===== src/rtl/fetch_controller.sv =====
// Fetch-stage PC sequencing: sequential fetch, stall handling, and branch redirects
// that may arrive while an instruction memory access is still outstanding.
module fetch_controller #(
  parameter int COUNT_WIDTH = 32
) (
  input  logic                   CLK,
  input  logic                   RST,
  input  logic [31:0]            PC_Cur,
  input  logic                   IMem_Ready,
  input  logic                   Stall_F,
  input  logic                   Branch_Taken_E,
  input  logic [31:0]            Branch_Target_E,
  output logic                   PC_En,
  output logic [31:0]            PC_Next,
  output logic                   IMem_Req,
  output logic                   Flush_D,
  output logic                   Redirect_Pending,
  output logic [COUNT_WIDTH-1:0] Fetch_Count
);

  typedef enum logic [1:0] {
    BOOT  = 2'd0,
    FETCH = 2'd1,
    STALL = 2'd2
  } state_t;

  state_t                 state_reg, state_next;
  logic                   pending_reg, pending_next;
  logic [31:0]            target_reg, target_next;
  logic [COUNT_WIDTH-1:0] count_reg;

  logic [31:0] branch_aligned;
  logic [31:0] seq_pc;
  logic        unused_bits;

  // Both candidate PCs are forced to word alignment; the dropped low bits are
  // intentionally ignored.
  assign branch_aligned = {Branch_Target_E[31:2], 2'b00};
  assign seq_pc         = {PC_Cur[31:2] + 30'd1, 2'b00};
  assign unused_bits    = ^{PC_Cur[1:0], Branch_Target_E[1:0]};

  always_comb begin
    state_next   = state_reg;
    pending_next = pending_reg;
    target_next  = target_reg;
    PC_En        = 1'b0;
    PC_Next      = 32'h0000_0000;
    IMem_Req     = 1'b0;
    Flush_D      = 1'b0;
    case (state_reg)
      BOOT: begin
        state_next = FETCH;
      end
      FETCH: begin
        IMem_Req = 1'b1;
        if (IMem_Ready) begin
          if (pending_reg) begin
            PC_En        = 1'b1;
            PC_Next      = target_reg;
            Flush_D      = 1'b1;
            pending_next = 1'b0;
          end else if (Branch_Taken_E) begin
            PC_En   = 1'b1;
            PC_Next = branch_aligned;
            Flush_D = 1'b1;
          end else if (Stall_F) begin
            state_next = STALL;
          end else begin
            PC_En   = 1'b1;
            PC_Next = seq_pc;
          end
        end else if (Branch_Taken_E && !pending_reg) begin
          // Memory still busy: hold the redirect until the outstanding word returns.
          pending_next = 1'b1;
          target_next  = branch_aligned;
        end
      end
      STALL: begin
        if (Branch_Taken_E) begin
          PC_En      = 1'b1;
          PC_Next    = branch_aligned;
          Flush_D    = 1'b1;
          state_next = FETCH;
        end else if (!Stall_F) begin
          state_next = FETCH;
        end
      end
      default: begin
        state_next = BOOT;
      end
    endcase
  end

  always_ff @(posedge CLK or posedge RST) begin
    if (RST) begin
      state_reg   <= BOOT;
      pending_reg <= 1'b0;
      target_reg  <= 32'h0000_0000;
      count_reg   <= '0;
    end else begin
      state_reg   <= state_next;
      pending_reg <= pending_next;
      target_reg  <= target_next;
      if (PC_En) begin
        count_reg <= count_reg + {{(COUNT_WIDTH-1){1'b0}}, 1'b1};
      end
    end
  end

  assign Redirect_Pending = pending_reg;
  assign Fetch_Count      = count_reg;

endmodule


===== config.mk =====
export PLATFORM = sky130hd
export DESIGN_NAME = fetch_controller
export DESIGN_NICKNAME = d
export VERILOG_FILES = /design/src/rtl/fetch_controller.sv
export SDC_FILE = /design/constraint.sdc
export NUM_CORES = 1
export LEC_CHECK = 0
export BUFFER_PORTS_ARGS = -buffer_cell sky130_fd_sc_hd__buf_2
export CAP_MARGIN = 30
export CORE_ASPECT_RATIO = 1.75
export CORE_MARGIN = 2
export CORE_UTILIZATION = 35
export CTS_CLUSTER_DIAMETER = 80
export DETAILED_ROUTE_END_ITERATION = 12
export GPL_ROUTABILITY_DRIVEN = 0
export HOLD_SLACK_MARGIN = 0.08
export PLACE_DENSITY = 0.63
export SLEW_MARGIN = 10
export SYNTH_ARGS = -nofsm -noshare
export SYNTH_HDL_FRONTEND = slang
export SYNTH_SLANG_ARGS = --single-unit

===== constraint.sdc =====
create_clock -name CLK -period 4.1 [get_ports CLK]
set_clock_uncertainty 0.15 [all_clocks]
set_input_delay 0.41 -clock CLK [delete_from_list [all_inputs] [get_ports CLK]]
set_output_delay 0.41 -clock CLK [all_outputs]
set_load 0.01 [all_outputs]

==> flow_results.xml, run 1 <==
<?xml version="1.0" encoding="UTF-8"?>
<metrics>
  <group name="sta">
    <metric name="setup_violations" unit="">0</metric>
    <metric name="report.final.slew_viol_count" unit="">0</metric>
    <metric name="setup_total_negative_slack" unit="ns">0</metric>
    <metric name="grt_setup_unrepaired" unit="">false</metric>
    <metric name="worstMarginPinSlew" unit="ns">0.924</metric>
    <metric name="max_frequency" unit="MHz">309</metric>
    <metric name="post-route-min-period" unit="ns">3.24</metric>
    <metric name="final.period_utilization" unit="">0.790</metric>
    <metric name="finalWorstSetupSlack" unit="ns">0.860</metric>
    <metric name="maxSlewHeadroom" unit="">0.379</metric>
    <metric name="timing.hold.ws" unit="ns">0.173</metric>
    <metric name="final_hold_viol_count" unit="">0</metric>
  </group>
  <group name="worst_setup_path">
    <metric name="worstPathRequired" unit="ns">3.54</metric>
    <metric name="reg2reg_setup_slack" unit="ns">1.37</metric>
    <metric name="setup.worst_path.start" unit="">state_reg[1]</metric>
    <metric name="worst_setup_path_endpoint" unit="">PC_Next[26]</metric>
    <metric name="worst-r2r-cell-count" unit="">5</metric>
    <metric name="critical_path_peak_fanout" unit="">12</metric>
    <metric name="setup.worst_path.end_class" unit="">primary output</metric>
    <metric name="rr_startpoint" unit="">state_reg[1]</metric>
    <metric name="timing.critical_path.arrival" unit="ns">2.68</metric>
    <metric name="critical_path.reg2reg.endpoint" unit="">target_reg[3]</metric>
    <metric name="worstSetupStartpointType" unit="">flip-flop</metric>
    <metric name="critPathKind" unit="">flip-flop to primary output</metric>
  </group>
  <group name="placement">
    <metric name="dp.final_hpwl" unit="mm">9.99</metric>
    <metric name="dp.cells" unit="">733</metric>
    <metric name="port_buffers" unit="">130</metric>
    <metric name="pre_cts_slack" unit="ns">1.24</metric>
  </group>
  <group name="power_and_ir_drop">
    <metric name="pwr_density_cell" unit="nW/um^2">515</metric>
    <metric name="ir_worst_vdd" unit="mV">0.323</metric>
    <metric name="totalPowerFinal" unit="uW">2810</metric>
    <metric name="cellLeakagePower" unit="uW">0.00255</metric>
  </group>
  <group name="logic_synthesis">
    <metric name="synth.mux.area_fraction" unit="">0.0782</metric>
    <metric name="synth_top_area_cell" unit="">sky130_fd_sc_hd__dfrtp_1</metric>
    <metric name="yosysTopAreaCellShare" unit="">0.376</metric>
    <metric name="count_of_unique_library_cells_instantiated_by_yosys" unit="">61</metric>
    <metric name="synth-main-ff-cell" unit="">sky130_fd_sc_hd__dfrtp_1</metric>
    <metric name="synth-simple-area-share" unit="">0.209</metric>
    <metric name="number_of_synthesized_flops_with_an_enable_pin" unit="">0</metric>
    <metric name="syn_area_cell" unit="um^2">9.52</metric>
    <metric name="asyncSetResetFlopFracSynth" unit="">1.00</metric>
    <metric name="mappedNetlistArea" unit="um^2">4320</metric>
    <metric name="synth_area_leaders" unit="">sky130_fd_sc_hd__dfrtp_1 (38%), sky130_fd_sc_hd__mux2_2 (7.3%), sky130_fd_sc_hd__xnor2_1 (5.9%), sky130_fd_sc_hd__xor2_1 (4.7%), sky130_fd_sc_hd__o21ai_0 (3.7%)</metric>
    <metric name="share_of_the_yosys_chip_area_belonging_to_registers" unit="">0.376</metric>
    <metric name="ys_seq_elements" unit="">65</metric>
    <metric name="post_synth_fa_ha_maj_area_fraction" unit="">0.0174</metric>
    <metric name="yosys_warnings" unit="">0</metric>
    <metric name="largest_family_of_logic_cells_by_synthesized_area" unit="">simple AND/OR/NAND/NOR gates</metric>
    <metric name="synthCells" unit="">454</metric>
    <metric name="share_of_the_synthesized_area_in_compound_gates_ao_oa_aoi_oai" unit="">0.169</metric>
    <metric name="xor_xnor_share_of_the_synthesized_area" unit="">0.105</metric>
  </group>
  <group name="layout">
    <metric name="ratio_of_cells_with_drive_above_1_in_the_final_layout" unit="">0.340</metric>
    <metric name="layout_commonest_cell" unit="">sky130_fd_sc_hd__buf_2</metric>
    <metric name="area.growth.synth_to_final" unit="%">26.4</metric>
    <metric name="post_layout_nonfiller_instances" unit="">751</metric>
    <metric name="finalNetCount" unit="">655</metric>
    <metric name="final.fill_count" unit="">1178</metric>
    <metric name="most-common-layout-cells" unit="">sky130_fd_sc_hd__buf_2 (130), sky130_fd_sc_hd__dfrtp_1 (65), sky130_fd_sc_hd__nand2_1 (37)</metric>
    <metric name="largest_register_ffs" unit="">32</metric>
  </group>
  <group name="cts">
    <metric name="cts_max_level" unit="">3</metric>
    <metric name="clk-insertion-delay-late" unit="ns">0.33</metric>
    <metric name="cts.root.buffer_cell" unit="">sky130_fd_sc_hd__clkbuf_16</metric>
    <metric name="cts_tree" unit="">built</metric>
    <metric name="clock_sinks" unit="">65</metric>
    <metric name="cts.path.max_buffers" unit="">2</metric>
    <metric name="post_cts.resized_instances" unit="">0</metric>
    <metric name="cts.reportedPaths.clkPinSlew" unit="ns">0.06</metric>
    <metric name="cts_buffers" unit="">9</metric>
  </group>
  <group name="routing">
    <metric name="drc_errors" unit="">0</metric>
    <metric name="detailedRoute.firstPassIterationCount" unit="">4</metric>
    <metric name="avgRoutedWirePerCell" unit="um">18.0</metric>
    <metric name="drt.antenna.violating_nets" unit="">0</metric>
    <metric name="vias_per_cell" unit="">5.50</metric>
    <metric name="route.vias.total" unit="">4128</metric>
    <metric name="drt_iter0_drc" unit="">256</metric>
    <metric name="routed_wire_length" unit="mm">13.6</metric>
  </group>
  <group name="flow_run">
    <metric name="maxCapViolCount" unit="">0</metric>
  </group>
  <group name="min_path">
    <metric name="min_delay_path_depth" unit="">2</metric>
    <metric name="holdCritPathClass" unit="">input port to flip-flop</metric>
  </group>
  <group name="global_routing">
    <metric name="via_count_of_the_first_global_routing_pass" unit="">4172</metric>
    <metric name="grt_max_degree" unit="">34</metric>
    <metric name="grt_first_pass_wirelength" unit="mm">21.0</metric>
    <metric name="groute.usage.overall" unit="">0.206</metric>
    <metric name="initial_antenna_violation_count" unit="">2</metric>
    <metric name="grt_overflow_total" unit="">0</metric>
  </group>
  <group name="die">
    <metric name="floorplan.die.width" unit="um">88.0</metric>
    <metric name="io_pins" unit="">137</metric>
    <metric name="floorplan.initialDensity" unit="">0.360</metric>
    <metric name="placementRows" unit="">53</metric>
    <metric name="coreArea" unit="um^2">12000</metric>
    <metric name="fp.dieH" unit="um">151</metric>
    <metric name="fp.dieArea" unit="um^2">13300</metric>
  </group>
  <group name="run_status">
    <metric name="result_of_the_run" unit="">finished clean</metric>
  </group>
</metrics>
-- worst max-delay path, stage by stage, from the launching register on --
cell	delay, ns
sky130_fd_sc_hd__dfrtp_1	0.41
sky130_fd_sc_hd__inv_1	0.10
sky130_fd_sc_hd__ha_1	0.30
sky130_fd_sc_hd__and2_0	0.44
sky130_fd_sc_hd__nand2_1	0.15
sky130_fd_sc_hd__nor3_1	0.21
sky130_fd_sc_hd__buf_4	0.25
sky130_fd_sc_hd__o21ai_0	0.10
sky130_fd_sc_hd__o21ai_1	0.22
sky130_fd_sc_hd__buf_2	0.18
-- layer usage --
layer	track usage	up-vias	part of all wire	wire length, um
met2	0.367	138	0.53	7120
met1	0.227	2013	0.38	5170
met5	0	-	0.00081	11
li1	-	1946	-	-
met4	0.0892	2	0.027	369
met3	0.0501	29	0.065	884
-- cell usage after synthesis, types with 4 or more instances --
cell	instances
sky130_fd_sc_hd__nand2_1	37
sky130_fd_sc_hd__a22oi_1	17
sky130_fd_sc_hd__and3_1	22
sky130_fd_sc_hd__a31oi_1	4
sky130_fd_sc_hd__a221oi_1	5
sky130_fd_sc_hd__nor4_1	5
sky130_fd_sc_hd__o221ai_1	4
sky130_fd_sc_hd__mux2_2	28
sky130_fd_sc_hd__buf_2	8
sky130_fd_sc_hd__o22ai_1	6
sky130_fd_sc_hd__ha_1	6
sky130_fd_sc_hd__nor2_1	17
sky130_fd_sc_hd__xor2_1	23
sky130_fd_sc_hd__and2_1	4
sky130_fd_sc_hd__and4_1	6
sky130_fd_sc_hd__nand3_1	23
sky130_fd_sc_hd__xnor2_1	29
sky130_fd_sc_hd__inv_1	9
sky130_fd_sc_hd__a21oi_1	11
sky130_fd_sc_hd__nand4_1	13
sky130_fd_sc_hd__dfrtp_1	65
sky130_fd_sc_hd__nor3_1	12
sky130_fd_sc_hd__clkbuf_1	7
sky130_fd_sc_hd__a211oi_1	4
sky130_fd_sc_hd__o21ai_0	32
-- area by class of cell --
cell class              instances  area [um^2]  area share
diodes                          1         2.50    0.000458
clock buffers                  10          239      0.0438
clock inverters                 6          115      0.0211
inverters                      10         37.5     0.00687
multi-input cells             356         2520       0.462
flip-flops and latches         65         1630       0.298
well taps                     165          206      0.0378
repair buffers                138          713       0.131
-- what timing repair did --
item,in CTS,in global routing
endpoints found under the hold margin,32,0
hold buffers,1,0
buffers inserted,0,0
-- how the worst min path moves through the flow --
stage / from / to / slack [ns]
finish: Branch_Target_E[10] / target_reg[10] / 0.17
global route: Branch_Target_E[10] / target_reg[10] / 0.17
CTS: Branch_Target_E[28] / target_reg[28] / 0.17
detailed placement: Fetch_Count[31] / Fetch_Count[31] / 0.32
global placement: Fetch_Count[31] / Fetch_Count[31] / 0.31
floorplan: target_reg[6] / target_reg[6] / 0.30
-- kinds of logic (layout without fill, tap and decap cells) --
group,Yosys count,count (layout)
multiplexers,30,30
buffers and inverters,34,164
AO/OA/AOI/OAI,108,108
other,1,3
flip-flops,65,65
XOR/XNOR,52,52
AND/OR/NAND/NOR,158,158
adder cells (fa/ha/maj),6,6
-- power breakdown --
part	leakage, uW	switching, uW	internal [uW]
clock	0.000169	303	613
combinational	0.00154	522	393
sequential	0.000839	161	823
-- through the flow --
stage / util / instance area (um^2)
floorplan: - / 4320
global route: 0.455 / 5460
detailed placement: 0.424 / 5090
finish: 0.455 / 5460
CTS: 0.455 / 5460
global placement: 0.424 / 5090
No activity file was read; power rests on OpenSTA's default activity.
==> run 2: changes to the inputs <==
PLACE_DENSITY = 0.66   (was 0.63)
clock period = 2.8 ns   (was 4.1 ns; I/O delays follow)
==> run 2 against run 1 <==
Net effect:
- total power up 49%
- non-clock buffer count up 43
- worst hold slack worse by 0.075 ns
- critical endpoint unchanged
- die area unchanged
- largest power group is now combinational logic
- largest cell class unchanged
- critical path depth unchanged
- critical path type unchanged
==> flow_results.xml, run 2 (synthesis results as in run 1) <==
<?xml version="1.0" encoding="UTF-8"?>
<metrics>
  <group name="run_status">
    <metric name="result_of_the_run" unit="">finished clean</metric>
  </group>
  <group name="layout">
    <metric name="most-common-layout-cells" unit="">sky130_fd_sc_hd__buf_2 (130), sky130_fd_sc_hd__dfrtp_1 (64), sky130_fd_sc_hd__nand2_1 (35)</metric>
    <metric name="antenna_cells" unit="">0</metric>
    <metric name="final.fill_count" unit="">1136</metric>
    <metric name="post_layout_nonfiller_instances" unit="">793</metric>
    <metric name="area.growth.synth_to_final" unit="%">36.1</metric>
    <metric name="finalNetCount" unit="">698</metric>
    <metric name="ratio_of_cells_with_drive_above_1_in_the_final_layout" unit="">0.350</metric>
    <metric name="largest_register_ffs" unit="">32</metric>
    <metric name="area_taken_by_multi_input_logic_gates" unit="um^2">2560</metric>
    <metric name="final-seq-area" unit="um^2">1630</metric>
    <metric name="layout_commonest_cell" unit="">sky130_fd_sc_hd__buf_2</metric>
  </group>
  <group name="placement">
    <metric name="port_buffers" unit="">130</metric>
    <metric name="dp.cells" unit="">745</metric>
    <metric name="dp.final_hpwl" unit="mm">10.4</metric>
  </group>
  <group name="sta">
    <metric name="maxSlewHeadroom" unit="">0.553</metric>
    <metric name="setup_violations" unit="">0</metric>
    <metric name="max_frequency" unit="MHz">363</metric>
    <metric name="grt_setup_unrepaired" unit="">false</metric>
    <metric name="worstMarginPinSlew" unit="ns">0.668</metric>
    <metric name="report.final.slew_viol_count" unit="">0</metric>
    <metric name="final_hold_viol_count" unit="">0</metric>
    <metric name="final.period_utilization" unit="">0.983</metric>
    <metric name="post-route-min-period" unit="ns">2.75</metric>
    <metric name="setup_total_negative_slack" unit="ns">0</metric>
  </group>
  <group name="worst_setup_path">
    <metric name="critical_path_peak_fanout" unit="">8</metric>
    <metric name="setup.worst_path.end_class" unit="">primary output</metric>
    <metric name="worstSetupStartpointType" unit="">flip-flop</metric>
    <metric name="number_of_buffer_and_inverter_stages_on_the_critical_path" unit="">4</metric>
    <metric name="cpPeakStageDelay" unit="ns">0.38</metric>
    <metric name="timing.critical_path.arrival" unit="ns">2.32</metric>
    <metric name="worstPathRequired" unit="ns">2.37</metric>
    <metric name="critPathKind" unit="">flip-flop to primary output</metric>
    <metric name="cp_top_family" unit="">buffers and inverters</metric>
    <metric name="critical_path.cell_chain" unit="">inv_1, ha_4, buf_4, nand2_2, nor3_4, buf_6, o21ai_0, o21ai_1, buf_2</metric>
    <metric name="crit_path_top_delay_cell" unit="">sky130_fd_sc_hd__dfrtp_1</metric>
  </group>
  <group name="routing">
    <metric name="vias_per_cell" unit="">5.48</metric>
    <metric name="detailedRoute.firstPassIterationCount" unit="">5</metric>
    <metric name="avgRoutedWirePerCell" unit="um">17.9</metric>
    <metric name="route.vias.total" unit="">4343</metric>
    <metric name="drc_errors" unit="">0</metric>
    <metric name="drt.antenna.violating_nets" unit="">0</metric>
    <metric name="drt_iter0_drc" unit="">281</metric>
    <metric name="routed_wire_length" unit="mm">14.2</metric>
  </group>
  <group name="global_routing">
    <metric name="via_count_of_the_first_global_routing_pass" unit="">4475</metric>
    <metric name="groute.usage.overall" unit="">0.213</metric>
    <metric name="grt_first_pass_wirelength" unit="mm">21.8</metric>
    <metric name="grt_overflow_total" unit="">0</metric>
    <metric name="initial_antenna_violation_count" unit="">0</metric>
    <metric name="grt_max_degree" unit="">31</metric>
  </group>
  <group name="cts">
    <metric name="cts.root.buffer_cell" unit="">sky130_fd_sc_hd__clkbuf_16</metric>
    <metric name="cts_max_level" unit="">3</metric>
    <metric name="clk-insertion-delay-late" unit="ns">0.33</metric>
    <metric name="cts.reportedPaths.clkPinSlew" unit="ns">0.06</metric>
    <metric name="cts_tree" unit="">built</metric>
    <metric name="clock_sinks" unit="">65</metric>
    <metric name="cts.path.max_buffers" unit="">2</metric>
    <metric name="cts_buffers" unit="">9</metric>
  </group>
  <group name="power_and_ir_drop">
    <metric name="ir_worst_vdd" unit="mV">0.554</metric>
    <metric name="pwr_density_cell" unit="nW/um^2">713</metric>
    <metric name="power.share.sequential" unit="">0.337</metric>
    <metric name="switching_power" unit="uW">1490</metric>
    <metric name="power_report.internal_total" unit="uW">2700</metric>
    <metric name="power.combinational.fraction" unit="">0.365</metric>
    <metric name="sw_frac_of_total" unit="">0.355</metric>
    <metric name="clock_power_share" unit="">0.298</metric>
    <metric name="cellLeakagePower" unit="uW">0.00273</metric>
  </group>
  <group name="die">
    <metric name="coreArea" unit="um^2">12000</metric>
    <metric name="floorplan.die.width" unit="um">88.0</metric>
    <metric name="io_pins" unit="">137</metric>
    <metric name="fp.dieArea" unit="um^2">13300</metric>
    <metric name="fp.dieH" unit="um">151</metric>
    <metric name="placementRows" unit="">53</metric>
    <metric name="floorplan.initialDensity" unit="">0.360</metric>
  </group>
  <group name="flow_run">
    <metric name="maxCapViolCount" unit="">0</metric>
  </group>
  <group name="min_path">
    <metric name="holdCritPathClass" unit="">input port to flip-flop</metric>
  </group>
</metrics>
## run 2: cell types whose count changed in the layout (fill, tap and decap cells not counted), moves of 2 or more
cell,before,now
sky130_fd_sc_hd__nand2_2,0,2
sky130_fd_sc_hd__nand2_1,37,35
sky130_fd_sc_hd__ha_1,6,4
sky130_fd_sc_hd__dlygate4sd3_1,1,29
sky130_fd_sc_hd__buf_4,7,20
sky130_fd_sc_hd__ha_4,0,2
sky130_fd_sc_hd__clkinvlp_4,1,3
sky130_fd_sc_hd__buf_6,0,2
## run 2: worst register-to-register path, cell delays in order, from the launching register on
cell and delay, ns:
sky130_fd_sc_hd__dfrtp_1 0.40, sky130_fd_sc_hd__inv_1 0.15, sky130_fd_sc_hd__ha_4 0.20, sky130_fd_sc_hd__a22oi_1 0.12
sky130_fd_sc_hd__nor4_2 0.45, sky130_fd_sc_hd__nand3_2 0.27, sky130_fd_sc_hd__nor4_1 0.44, sky130_fd_sc_hd__xor2_1 0.18
## run 2: layout make-up
cell class	count	share of cell area
clock buffers	10	0.0407
inverters	10	0.00639
repair buffers	181	0.189
flip-flops and latches	65	0.277
multi-input cells	356	0.436
well taps	165	0.0351
clock inverters	6	0.0155
## run 2: path summary, 6_finish.rpt
path | start | to | slack [ns] | depth (start not counted)
max | state_reg[1] | PC_Next[26] | 0.05 | 9
min | Branch_Target_E[14] | target_reg[14] | 0.1 | 2
max reg2reg | state_reg[1] | Fetch_Count[26] | 0.37 | 7
min reg2reg | Fetch_Count[31] | Fetch_Count[31] | 0.33 | 1
max in group asynchronous | RST | Fetch_Count[31] | 1.40 | 4
min in group asynchronous | RST | Fetch_Count[29] | 0.33 | 3
## run 2: per-stage QoR
step	area, um^2	total power (uW)	worst slack (ns)	hold WS (ns)	util
finish	5880	4190	0.0473	0.0978	0.490
floorplan	4320	2330	0.364	0.265	-
CTS	5810	4160	0.0409	0.0830	0.484
global route	5880	4440	0.00281	0.0883	0.490
detailed placement	5180	2870	0.325	0.137	0.432
global placement	5180	2800	0.440	0.131	0.432
## run 2: power groups by stage
stage,sequential (uW),clock [uW],combinational (uW)
after floorplan,1370,0,953
after global placement,1390,0,1410
after detailed placement,1420,0,1450
after CTS,1400,1270,1490
after global routing,1450,1320,1670
final,1410,1250,1530
## run 2: repair_timing
item | CTS | global route
buffers inserted | 0 | 2
setup endpoints to repair | 0 | 19
hold buffers | 29 | 0
resized for setup | 0 | 15
hold endpoints to repair | 43 | 0
## run 2: per-layer routing
metal	wire [um]	part of all wire	vias up	global-route usage
met1	5220	0.37	2117	0.228
met4	358	0.025	0	0.0854
met5	0	0	-	0
met2	7760	0.55	168	0.397
li1	-	-	2024	-
met3	831	0.059	34	0.0436
